`src/rtl/uart_tx_arbiter.sv`:
```
// rtl/uart_tx_arbiter.sv - round-robin arbiter sharing one UART transmitter among byte producers
module uart_tx_arbiter #(
  parameter int N_REQ        = 4,
  parameter int BUSY_TIMEOUT = 16
) (
  input  logic                       clk100mhz,
  input  logic                       rst,
  input  logic [N_REQ-1:0]           req_valid,
  input  logic [8*N_REQ-1:0]         req_data,
  output logic [N_REQ-1:0]           req_ready,
  input  logic                       tx_busy,
  output logic                       tx_start,
  output logic [7:0]                 tx_data,
  output logic [$clog2(N_REQ)-1:0]   grant_id,
  output logic                       active,
  input  logic                       err_clr,
  output logic                       timeout_err
);

  localparam int IW = $clog2(N_REQ);
  localparam int CW = $clog2(BUSY_TIMEOUT);

  typedef enum logic [1:0] {IDLE, WAIT_BUSY, WAIT_DONE} state_t;

  state_t            state, state_nx;
  logic [CW-1:0]     cnt, cnt_nx;
  logic [IW-1:0]     last, last_nx;
  logic [IW-1:0]     win;
  logic              win_found;
  logic [7:0]        win_byte;
  logic              tx_start_nx;
  logic [N_REQ-1:0]  req_ready_nx;
  logic [7:0]        tx_data_nx;
  logic [IW-1:0]     grant_id_nx;
  logic              active_nx;
  logic              err_set;
  logic              err_nx;

  // Pick the first pending requester after the last winner, wrapping around.
  always_comb begin
    win       = '0;
    win_found = 1'b0;
    for (int k = 1; k <= N_REQ; k++) begin
      if (!win_found && req_valid[IW'((int'(last) + k) % N_REQ)]) begin
        win_found = 1'b1;
        win       = IW'((int'(last) + k) % N_REQ);
      end
    end
  end

  // Mux out the winner's byte.
  always_comb begin
    win_byte = 8'h00;
    for (int i = 0; i < N_REQ; i++) begin
      if (win == IW'(i)) win_byte = req_data[8*i +: 8];
    end
  end

  // Next-state and next-output logic; every output is registered from these.
  always_comb begin
    state_nx     = state;
    cnt_nx       = cnt;
    last_nx      = last;
    tx_start_nx  = 1'b0;
    req_ready_nx = '0;
    tx_data_nx   = tx_data;
    grant_id_nx  = grant_id;
    err_set      = 1'b0;
    case (state)
      IDLE: begin
        if (!tx_busy && win_found) begin
          tx_data_nx   = win_byte;
          tx_start_nx  = 1'b1;
          req_ready_nx = N_REQ'(1) << win;
          grant_id_nx  = win;
          last_nx      = win;
          cnt_nx       = '0;
          state_nx     = WAIT_BUSY;
        end
      end
      WAIT_BUSY: begin
        if (tx_busy) begin
          state_nx = WAIT_DONE;
        end else if (cnt == CW'(BUSY_TIMEOUT - 1)) begin
          err_set  = 1'b1;
          state_nx = IDLE;
        end else begin
          cnt_nx = cnt + CW'(1);
        end
      end
      WAIT_DONE: begin
        if (!tx_busy) state_nx = IDLE;
      end
      default: state_nx = IDLE;
    endcase
    // A timeout landing in the same cycle as a clear keeps the error visible.
    err_nx    = err_set | (timeout_err & ~err_clr);
    active_nx = (state_nx != IDLE);
  end

  // State and output registers, asynchronously reset.
  always_ff @(posedge clk100mhz or posedge rst) begin
    if (rst) begin
      state       <= IDLE;
      cnt         <= '0;
      last        <= IW'(N_REQ - 1);
      tx_start    <= 1'b0;
      req_ready   <= '0;
      tx_data     <= 8'h00;
      grant_id    <= '0;
      active      <= 1'b0;
      timeout_err <= 1'b0;
    end else begin
      state       <= state_nx;
      cnt         <= cnt_nx;
      last        <= last_nx;
      tx_start    <= tx_start_nx;
      req_ready   <= req_ready_nx;
      tx_data     <= tx_data_nx;
      grant_id    <= grant_id_nx;
      active      <= active_nx;
      timeout_err <= err_nx;
    end
  end

endmodule

```
`config.mk`:
```
export PLATFORM = sky130hd
export DESIGN_NAME = uart_tx_arbiter
export DESIGN_NICKNAME = d
export VERILOG_FILES = /design/src/rtl/uart_tx_arbiter.sv
export SDC_FILE = /design/constraint.sdc
export NUM_CORES = 1
export LEC_CHECK = 0
export CELL_PAD_IN_SITES_DETAIL_PLACEMENT = 0
export CELL_PAD_IN_SITES_GLOBAL_PLACEMENT = 1
export CORE_ASPECT_RATIO = 0.75
export CORE_UTILIZATION = 33
export DETAILED_ROUTE_END_ITERATION = 10
export GPL_TIMING_DRIVEN = 1
export PLACE_DENSITY_LB_ADDON = 0.1
export SYNTH_ARGS = -nofsm -noshare
export SYNTH_HDL_FRONTEND = slang
export SYNTH_SLANG_ARGS = --single-unit
export TNS_END_PERCENT = 100
```
`constraint.sdc`:
```
create_clock -name clk100mhz -period 2.46 [get_ports clk100mhz]
set_input_delay 0.492 -clock clk100mhz [delete_from_list [all_inputs] [get_ports clk100mhz]]
set_output_delay 0.492 -clock clk100mhz [all_outputs]
set_load 0.05 [all_outputs]
```
## Word level (Yosys, flattened, before mapping)

Index checks and enable logic that the tools add are counted.

- Bits in registers: 25
- Input port bits: 40
- Output and inout port bits: 17
- Logic and storage cells: 85

- Add/subtract/negate cells: 5
- Order comparisons: 4
- Eq/ne operators: 9
- Shift operators: 1
- Muxes and demuxes: 40
- Bitwise logic cells: 3
- Reduce and logical (&&, ||, !) cells: 14

Operators by type and width:

| cell | number |
|---|---|
| 8-bit 2-to-1 mux | 4 |
| 4-bit 2-to-1 mux | 5 |
| 1-bit 2-to-1 mux | 17 |
| 2-bit by 4-bit < comparator with 1-bit output (second input constant) | 4 |
| 2-bit 2-to-1 mux | 8 |
| 1-bit binary-select mux with 2-bit select | 4 |
| 4-bit case mux with 2 select lines | 1 |
| 2-bit equality test (second input constant) | 3 |
| 2-bit inequality test (second input constant) | 3 |
| 2-bit case mux with 3 select lines | 1 |
| 2-bit by 1-bit adder with 2-bit output (second input constant) | 2 |
| 2-bit adder (second input constant) | 2 |
| 4-bit by 1-bit adder with 4-bit output (second input constant) | 1 |
| 2-bit by 1-bit equality test with 1-bit output (second input constant) | 2 |
| 4-bit equality test (second input constant) | 1 |
| 1-bit logical AND | 4 |
| 1-bit logical NOT | 4 |
| 2-bit logical NOT | 2 |
| 4-bit AND reduction | 1 |
| 2-bit nonzero test | 2 |
| 1-bit by 2-bit left shift with 4-bit output (first input constant) | 1 |
| 2-bit AND reduction | 1 |
| 1-bit bitwise AND | 1 |
| 1-bit NOT | 1 |
| 1-bit OR | 1 |

## Depth between registers and ports, before layout

Gate-level depths: netlist of run 1.

- Depth after elaboration: 19
- Gate-level depth with buffers: 6

## Worst setup path before layout of run 1

OpenSTA, ideal clock, no wires.

- Kind: input port to flip-flop
- Start point: input port req_valid[1]
- End point: register cnt[0]
- Arrival: 1.574 ns
- Data required time: 2.335 ns
- Path slack: 0.761 ns
- Stages: 3
- Path through: or4_4 o211a_4 mux2_4

- Word-level cells in the longest chain between the ends: 16
- Elaborated cells between the ends (all ways): 25
- Classes of those cells: 1 x eq/ne; 16 x mux; 8 x reduce/logical

Ends and longest elaborated chain:

| element | line | text |
|---|---|---|
| start, declared | 8 | `input logic [N_REQ-1:0] req_valid,` |
| 1-bit binary-select mux with 2-bit select | 44 | `if (!win_found && req_valid[IW'((int'(last) + k) % N_REQ)]) begin` |
| 1-bit 2-to-1 mux (not written as such) (2 in series) | 44 |  |
| 1-bit 2-to-1 mux | 44 |  |
| 1-bit logical NOT | 44 |  |
| 1-bit logical AND | 44 |  |
| 1-bit 2-to-1 mux | 44 |  |
| 1-bit logical NOT | 44 |  |
| 1-bit logical AND | 44 |  |
| 1-bit 2-to-1 mux | 44 |  |
| 1-bit logical NOT | 44 |  |
| 1-bit logical AND | 44 |  |
| 1-bit 2-to-1 mux * | 44 |  |
| 1-bit logical AND * | 71 | `if (!tx_busy && win_found) begin` |
| 2-bit inequality test (no line) * | - |  |
| 4-bit AND reduction (no line) * | - |  |
| end signal, assigned | 115 | `cnt <= cnt_nx;` |
| end, declared | 26 | `logic [CW-1:0] cnt, cnt_nx;` |

Every way passes the cells marked *; elsewhere a longest branch is shown, timed or not. The select of a mux whose other input is x is not followed.
A chain may end at the register's enable or synchronous reset.

## Worst setup path in the final report of run 1

- Start point: input port req_valid[2]
- End point: register tx_data[0]

- Word-level cells in the longest chain between the ends: 18
- Elaborated cells between the ends (all ways): 36
- Classes of those cells: 3 x eq/ne; 24 x mux; 9 x reduce/logical

Ends and longest elaborated chain:

| element | line | text |
|---|---|---|
| 1-bit binary-select mux with 2-bit select | 44 |  |
| 1-bit 2-to-1 mux (not written as such) (2 in series) | 44 |  |
| 1-bit 2-to-1 mux | 44 |  |
| 1-bit logical NOT | 44 |  |
| 1-bit logical AND | 44 |  |
| 1-bit 2-to-1 mux | 44 |  |
| 1-bit logical NOT | 44 |  |
| 1-bit logical AND | 44 |  |
| 1-bit 2-to-1 mux | 44 |  |
| 1-bit logical NOT | 44 |  |
| 1-bit logical AND | 44 |  |
| 2-bit 2-to-1 mux | 44 |  |
| 2-bit logical NOT | 55 | `if (win == IW'(i)) win_byte = req_data[8*i +: 8];` |
| 8-bit 2-to-1 mux (4 in series) | 55 |  |
| end signal, assigned | 119 | `tx_data <= tx_data_nx;` |
| end, declared | 13 | `output logic [7:0] tx_data,` |

Several ways; a longest one is shown, not always the timed one. The select of a mux whose other input is x is not followed.

==> results.toml, run 1 <==
[place]
place_congestion = 0.790
portBuffers = 56
placedCellCount = 251
post_dp_cell_area_um2 = 2020
dp_hpwl_um = 2830

[floorplanning]
chipHeight_um = 57.5
die_w_um = 76.0
start_util = 0.358
dieArea_um2 = 4370
ios = 57
rows = 19
core_region_area_um2 = 3780

[sta]
tightest_slew_ps = 591
finalMaxSlewViolations = 0
min_period_ps = 2070
grt_setup_unrepaired = "false"
clock-skew-final_ps = 4.07
setup_viol = 0
slew_headroom = 0.606
post-route-period-util = 0.843
hold_viol = 0
fmaxAchievable_mhz = 482
finalSetupTns_ps = 0

[outcome]
status = "finished clean"

[worst_setup_path]
path_class = "in2reg"
end_kind = "register"
cp.arrival_ps = 2220
crit_fanout = 9
start_kind = "input port"
critPathRequiredTime_ps = 2610

[worst_hold_path]
min_path_type = "reg2reg"

[power_and_ir_drop]
power.density_nw_per_um2 = 865
peakVddDrop_v = 0.000483
total_power_mw = 1.79
p_leak_nw = 0.899

[route]
post_drt_wl_per_cell_um = 13.9
ant_nets = 0
first_pass_iters = 5
drt_wl_total_um = 3540
drcViolationCount = 0
drtIter0Drc = 58
vias = 1261
via_per_inst = 4.95

[logic_synthesis]
synth_fa_ha_area_frac = 0.00924
synthSimpleGateAreaFrac = 0.203
yosys_register_bits = 25
synth-compound-area-share = 0.183
syn_nets = 183
synth_area_leaders = "dfrtp_1, mux2i_1, and4_1, o211ai_1, nand2_1"
syn-instance-count = 142
yosys.area.top_type_share = 0.425
yosysUniqueCellTypes = 35
synth_warnings = 0
ys_seq_area_frac = 0.464
yosysTopAreaCell = "dfrtp_1"
synth_top_family_by_area = "simple AND/OR/NAND/NOR gates"
synthMuxAreaShare = 0.0702
synthXorXnorAreaFrac = 0.0129
syn_avg_cell_area_um2 = 9.53
synth_area_um2 = 1350

[clocking]
cts_tree = "yes"
clk_path_buf_depth = 2
insertion_delay_ps = 270
cts-root-buf = "clkbuf_8"
htreeDepth = 1
cts_resized = 0
cts.sinks = 25
cts_buffers = 3
ctsHoldBuffers = 0
clk_pin_slew_ps = 90
cts_setup_buffers = 0

[final_layout]
instances_no_fill = 255
utilization = 0.546
layout.nets = 245
syn_to_final_growth_pct = 52.5
final_area_um2 = 2060
antenna_cells = 0
drive_gt1_frac = 0.0985

[global_route]
grt_pass1_vias = 1221
antenna_found_initial = 0
grt_max_degree = 26
gr-total-overflow = 0
grt_pass1_wl_um = 5980
grt_usage = 0.178

[flow_run]
max_cap_viol_count = 0
-- layer usage --
metal / wire, µm / global-route usage
met1: 1840 / 0.264
met2: 1510 / 0.266
met3: 130 / 0.0304
met4: 49 / 0.0577
met5: 0 / 0
-- Yosys cell counts, drive strengths merged --
master	count
nand2b	6
o32ai	1
mux2	1
nor2	9
buf	3
dfrtp	23
clkbuf	3
or2	1
nand4	2
a31oi	8
a21boi	1
o22a	1
xor2	2
and4	8
nand3	1
a21bo	1
and3	1
nand4b	1
nor3	2
mux2i	8
nand2	15
a21oi	4
and2	1
o21ai	10
or4	1
o211ai	9
o211a	1
inv	13
dfstp	2
nand3b	1
ha	1
a21o	1
-- final timing paths --
kind                                               end  slack (ps)                start  depth (start not counted)
worst max-delay path            tx_data[0]$_DFFE_PP0P_         390         req_valid[2]                          6
worst min-delay path               last[1]$_DFFE_PP1P_         500  last[1]$_DFFE_PP1P_                          2
worst max register to register  tx_data[0]$_DFFE_PP0P_         570  last[0]$_DFFE_PP1P_                          5
worst min register to register     last[1]$_DFFE_PP1P_         500  last[1]$_DFFE_PP1P_                          2
max in group asynchronous          last[0]$_DFFE_PP1P_        1600                  rst                          3
min in group asynchronous       tx_data[6]$_DFFE_PP0P_         560                  rst                          3
-- layout by cell type, fill, tap and decap left out, types with 2 or more instances in the layout --
master,count
buf_4,6
o21ai_1,4
nand2_1,15
clkdlybuf4s50_1,56
dfrtp_1,23
dfstp_2,2
a21oi_1,4
nor3_1,2
nand2b_1,6
o211ai_1,9
a31oi_1,8
inv_2,2
o21ai_0,6
nor2_1,9
and4_1,8
clkbuf_8,3
mux2i_1,8
xor2_1,2
nand4_1,2
inv_1,11
-- state kept, by name, summed over array words and instances, names as in the netlist --
name         flops
grant_id         2
tx_data          8
cnt              4
last             2
tx_start         1
req_ready        4
state            2
active           1
timeout_err      1
-- through the flow --
stage	hold slack, ps	setup WS (ps)
3_3_place_gp	463	133
4_1_cts	508	366
5_1_grt	530	212
2_1_floorplan	458	761
6_report	503	386
3_5_place_dp	487	65.9
-- worst max-delay path, stage by stage --
cell and delay, ps:
clkdlybuf4s50_1 530, nand2b_1 130, a21o_1 130, and3_1 540, mux2i_1 300, o211ai_1 100
-- final cells by class --
type                    instances  area (µm²)
clock buffers                   3        41.3
clock inverters                 1        7.51
fillers                       336        1720
inverters                      13        48.8
multi-input cells              98         648
flip-flops and latches         25         628
well taps                      52        65.1
repair buffers                 63         626
-- cells by family (layout without fill, tap and decap cells) --
family	after synthesis	in the layout
AOI/OAI and AO/OA	37	37
adders and majority gates	1	1
muxes	9	9
xor gates and xnor gates	2	2
DFF	25	25
buffers and inverters	19	80
and+or+nand+nor	49	49
-- power breakdown --
group | leakage (nW) | internal (mW) | switching (mW)
logic | 0.560 | 0.369 | 0.563
registers | 0.317 | 0.529 | 0.0763
clock network | 0.0217 | 0.115 | 0.134
total | 0.899 | 1.01 | 0.773
Power figures use the tool's default switching activity.
==> run 2: changes to the inputs <==
--- a/config.mk
+++ b/config.mk
@@ -8,7 +8,7 @@
 export CELL_PAD_IN_SITES_DETAIL_PLACEMENT = 0
 export CELL_PAD_IN_SITES_GLOBAL_PLACEMENT = 1
 export CORE_ASPECT_RATIO = 0.75
-export CORE_UTILIZATION = 33
+export CORE_UTILIZATION = 31
 export DETAILED_ROUTE_END_ITERATION = 10
 export GPL_TIMING_DRIVEN = 1
 export PLACE_DENSITY_LB_ADDON = 0.1
==> constraint.sdc (replaced) <==
create_clock -name clk100mhz -period 2.1 [get_ports clk100mhz]
set_input_delay 0.42 -clock clk100mhz [delete_from_list [all_inputs] [get_ports clk100mhz]]
set_output_delay 0.42 -clock clk100mhz [all_outputs]
set_load 0.05 [all_outputs]
==> run 2 against run 1 <==
Sequential cell count did not move. Routed wire length is 1.6% lower. Critical path depth unchanged. Via count up 2.6%. Cell area up 4.3%. Total power is 22% higher. Clock-buffer cell count stayed put. Combinational power grew 27%. Global-route usage fell by 1.2 points. Sequential share of layout area down 1.3 points. First-iteration DRC count shrank 8.6%. Largest power group unchanged. Highest routed layer unchanged.
==> results.toml, run 2 (synthesis gave the netlist of run 1 again) <==
[floorplanning]
dieArea_um2 = 4640
ios = 57
chipHeight_um = 59.2
rows = 20
core_region_area_um2 = 4130
start_util = 0.328
die_w_um = 78.3

[sta]
setup_viol = 0
fmaxAchievable_mhz = 531
hold_viol = 0
clock-skew-final_ps = 4.94
tightest_slew_ps = 524
fin_ws_ps = 216
slew_headroom = 0.651
post-route-period-util = 0.897
grt_setup_unrepaired = "false"
finalMaxSlewViolations = 0
min_period_ps = 1880

[final_layout]
final_common_cell = "clkdlybuf4s50_1"
syn_to_final_growth_pct = 59.1
reg.largest.list = "tx_data (8), cnt (4), req_ready (4)"
layout_common_cells = "clkdlybuf4s50_1, dfrtp_1, nand2_1"
top_register = "tx_data"
drive_gt1_frac = 0.133
antenna_cells = 0
regArea_um2 = 628
multi_input_area_um2 = 648
layout.nets = 253
largest_reg_flops = 8
fillers = 396

[worst_hold_path]
min_path_type = "reg2reg"

[global_route]
antenna_found_initial = 0
grt_usage = 0.166
grt_pass1_vias = 1262
grt_max_degree = 26
gr-total-overflow = 0
grt_pass1_wl_um = 6010

[power_and_ir_drop]
combPwrFrac = 0.543
peakVddDrop_v = 0.000591
swShare = 0.420
p_clk_frac = 0.133
power.density_nw_per_um2 = 1010
seqPwrFrac = 0.324
p_int_mw = 1.26
total_power_mw = 2.18
power_switching_mw = 0.915
p_leak_nw = 0.946

[clocking]
cts_setup_buffers = 0
cts.sinks = 25
clk_path_buf_depth = 2
ctsHoldBuffers = 0
cts_buffers = 3
htreeDepth = 1
insertion_delay_ps = 270
cts_tree = "yes"
cts_resized = 0
cts-root-buf = "clkbuf_8"
clk_pin_slew_ps = 90

[route]
via_per_inst = 4.86
drt_wl_total_um = 3480
ant_nets = 0
first_pass_iters = 4
drcViolationCount = 0
vias = 1294
drtIter0Drc = 53
post_drt_wl_per_cell_um = 13.1

[worst_setup_path]
path_class = "in2reg"
critPathRequiredTime_ps = 2270
start_kind = "input port"
cp.arrival_ps = 2050
crit_fanout = 7
end_kind = "register"

[place]
dp_hpwl_um = 2760
place_congestion = 0.775
portBuffers = 56
pre_cts_ws_ps = -72.8

[outcome]
status = "finished clean"

[flow_run]
max_cap_viol_count = 0
run 2: final timing paths:
kind / start / endpoint / slack (ps) / cells past startpoint
max reg2reg: last[0]$_DFFE_PP1P_ / tx_data[6]$_DFFE_PP0P_ / 390 / 6
min in group asynchronous: rst / timeout_err$_DFF_PP0_ / 500 / 3
min reg2reg: grant_id[1]$_DFFE_PP0P_ / grant_id[1]$_DFFE_PP0P_ / 490 / 2
min: grant_id[1]$_DFFE_PP0P_ / grant_id[1]$_DFFE_PP0P_ / 490 / 2
max: req_valid[1] / cnt[3]$_DFFE_PP0P_ / 220 / 6
max in group asynchronous: rst / last[0]$_DFFE_PP1P_ / 1290 / 3
run 2: power by group through the flow:
| stage | Sequential [mW] | Combinational [mW] | Clock [mW] |
|---|---|---|---|
| 2_1_floorplan | 1.05 | 0.357 | 0 |
| 3_3_place_gp | 0.710 | 1.18 | 0 |
| 3_5_place_dp | 0.715 | 1.19 | 0 |
| 4_1_cts | 0.707 | 1.19 | 0.303 |
| 5_1_grt | 0.724 | 1.26 | 0.319 |
| 6_report | 0.705 | 1.18 | 0.290 |
run 2: metal layers:
| metal | vias to the layer above | GRT usage | part of all wire |
|---|---|---|---|
| met5 | - | 0 | 0 |
| li1 | 647 | - | - |
| met2 | 35 | 0.276 | 0.44 |
| met1 | 610 | 0.226 | 0.50 |
| met3 | 2 | 0.0462 | 0.058 |
| met4 | 0 | 0.0159 | 0.0017 |
run 2: through the flow:
step	cell area (µm²)	setup TNS [ps]	util	hold slack (ps)	std cells
finish	2150	0	0.522	487	266
detailed placement	2100	-472	0.510	472	262
global route	2150	0	0.522	509	266
CTS	2150	0	0.522	494	266
global placement	2100	-128	0.510	462	262
floorplan	1350	0	-	446	142
run 2: layout make-up:
class | count | area share
Timing Repair Buffer | 71 | 0.330
Multi-Input combinational cell | 98 | 0.301
Clock buffer | 3 | 0.0192
Inverter | 13 | 0.0227
Sequential cell | 25 | 0.292
Tap cell | 55 | 0.0320
Clock inverter | 1 | 0.00349
run 2: critical path, stage by stage:
cell,delay (ps)
clkdlybuf4s50_1,470
or4_4,570
o211a_4,280
nand4_1,110
xor2_1,140
nor2_1,60
==> run 3: changes to the inputs <==
--- a/config.mk
+++ b/config.mk
@@ -7,11 +7,12 @@
 export LEC_CHECK = 0
 export CELL_PAD_IN_SITES_DETAIL_PLACEMENT = 0
 export CELL_PAD_IN_SITES_GLOBAL_PLACEMENT = 1
-export CORE_ASPECT_RATIO = 0.75
 export CORE_UTILIZATION = 31
 export DETAILED_ROUTE_END_ITERATION = 10
 export GPL_TIMING_DRIVEN = 1
 export PLACE_DENSITY_LB_ADDON = 0.1
+export RECOVER_POWER = 100
+export REMOVE_ABC_BUFFERS = 1
 export SYNTH_ARGS = -nofsm -noshare
 export SYNTH_HDL_FRONTEND = slang
 export SYNTH_SLANG_ARGS = --single-unit
==> run 3 against run 2 <==
Clock power shrank 3%. First-iteration DRC count is 25% lower. Fmax is 6.4% lower. Highest routed layer unchanged.
==> results.toml, run 3 (synthesis gave the netlist of run 1 again) <==
[sta]
finalMaxSlewViolations = 0
post-route-period-util = 0.959
grt_setup_unrepaired = "false"
clock-skew-final_ps = 7.25
tightest_slew_ps = 1350
fmaxAchievable_mhz = 497
setup_viol = 0
min_period_ps = 2010
slew_headroom = 0.103
hold_viol = 0
finalSetupTns_ps = 0

[place]
dp_hpwl_um = 2660
placedCellCount = 252
portBuffers = 56
place_congestion = 0.715

[worst_setup_path]
start_kind = "input port"
crit_fanout = 6
critPathRequiredTime_ps = 2270
end_kind = "register"
path_class = "in2reg"
cp.arrival_ps = 2180

[floorplanning]
core_region_area_um2 = 4090
rows = 23
die_w_um = 68.1
ios = 57
chipHeight_um = 68.1
dieArea_um2 = 4640
start_util = 0.331

[power_and_ir_drop]
p_clk_frac = 0.137
p_int_mw = 1.15
power_switching_mw = 0.889
combPwrFrac = 0.515
seqPwrFrac = 0.348
total_power_mw = 2.03
power.density_nw_per_um2 = 986
peakVddDrop_v = 0.000667
p_leak_nw = 0.944
swShare = 0.437

[final_layout]
antenna_cells = 0
final_common_cell = "clkdlybuf4s50_1"
top_register = "tx_data"
layout_common_cells = "clkdlybuf4s50_1, dfrtp_1, dlygate4sd3_1"
drive_gt1_frac = 0.0922
reg.largest.list = "tx_data (8), cnt (4), req_ready (4)"
layout.nets = 248
largest_reg_flops = 8
fillers = 394
syn_to_final_growth_pct = 52.5
instances_no_fill = 256

[global_route]
grt_usage = 0.153
grt_max_degree = 26
grt_pass1_wl_um = 5260
gr-total-overflow = 0
grt_pass1_vias = 1125
antenna_found_initial = 0

[clocking]
insertion_delay_ps = 270
cts-root-buf = "clkbuf_8"
htreeDepth = 1
clk_pin_slew_ps = 90
cts_buffers = 3
cts.sinks = 25
cts_tree = "yes"
clk_path_buf_depth = 2

[route]
wl_met1_um = 1550
wl_met3_um = 171
post_drt_wl_per_cell_um = 13.3
vias = 1289
via_per_inst = 5.04
route.met2.wl_um = 1680
drt_wl_total_um = 3410
first_pass_iters = 4
ant_nets = 0
dr.max_layer_used = "met4"
drcViolationCount = 0
drtIter0Drc = 40

[outcome]
status = "finished clean"

[flow_run]
max_cap_viol_count = 0

[worst_hold_path]
min_path_type = "reg2reg"
-- run 3: cell count changes in the layout (fill, tap and decap cells not counted), moves of 2 or more --
cell and delta:
buf_4 -6, dlygate4sd3_1 +17, clkdlybuf4s50_1 -17, buf_12 -2
-- run 3: metrics by stage --
stage	hold slack, ps	setup WS (ps)	instance area, µm²	util
final	492	86.5	2060	0.505
after global placement	470	-97.7	2040	0.498
after CTS	497	131	2080	0.509
after detailed placement	481	-150	2040	0.498
after global routing	506	26.0	2060	0.505
after floorplan	446	205	1330	-
-- run 3: area by class of cell --
type | instances | area (µm²) | area share
clock buffer | 3 | 41.3 | 0.0200
clock inverter | 1 | 5.00 | 0.00242
inverter | 13 | 48.8 | 0.0236
multi-input combinational | 98 | 637 | 0.308
sequential | 25 | 628 | 0.304
tap | 50 | 62.6 | 0.0303
timing repair buffer | 66 | 642 | 0.311
-- run 3: final timing paths --
| kind | end | startpoint | cells after the start | slack (ps) |
|---|---|---|---|---|
| min reg2reg | grant_id[1]$_DFFE_PP0P_ | grant_id[1]$_DFFE_PP0P_ | 2 | 490 |
| max | cnt[3]$_DFFE_PP0P_ | req_valid[1] | 6 | 90 |
| max in group asynchronous | state[0]$_DFF_PP0_ | rst | 3 | 420 |
| min | grant_id[1]$_DFFE_PP0P_ | grant_id[1]$_DFFE_PP0P_ | 2 | 490 |
| min in group asynchronous | tx_data[2]$_DFFE_PP0P_ | rst | 3 | 900 |
| max reg2reg | tx_data[0]$_DFFE_PP0P_ | last[0]$_DFFE_PP1P_ | 5 | 230 |
-- run 3: what timing repair did --
action,CTS,global route
hold buffers,0,0
hold endpoints to repair,0,0
resized for setup,0,1
buffers inserted,0,0
endpoints found under the setup margin,0,3
-- run 3: power groups by stage --
stage / Sequential [mW] / Clock (mW) / Combinational [mW]
after detailed placement: 0.718 / 0 / 1.10
after floorplan: 1.05 / 0 / 0.342
after global routing: 0.724 / 0.319 / 1.13
after global placement: 0.719 / 0 / 1.08
after CTS: 0.714 / 0.296 / 1.10
final: 0.708 / 0.280 / 1.05
-- run 3: layer usage --
metal,vias up,GRT usage
met5,-,0
met1,610,0.205
li1,637,-
met4,0,0.0156
met3,2,0.0383
met2,40,0.254
-- run 3: worst max-delay path, stage by stage --
cell and delay [ps]:
clkdlybuf4s50_1 480, or4_1 610, o211a_1 320, nand4_1 140, xor2_1 160, nor2_1 50
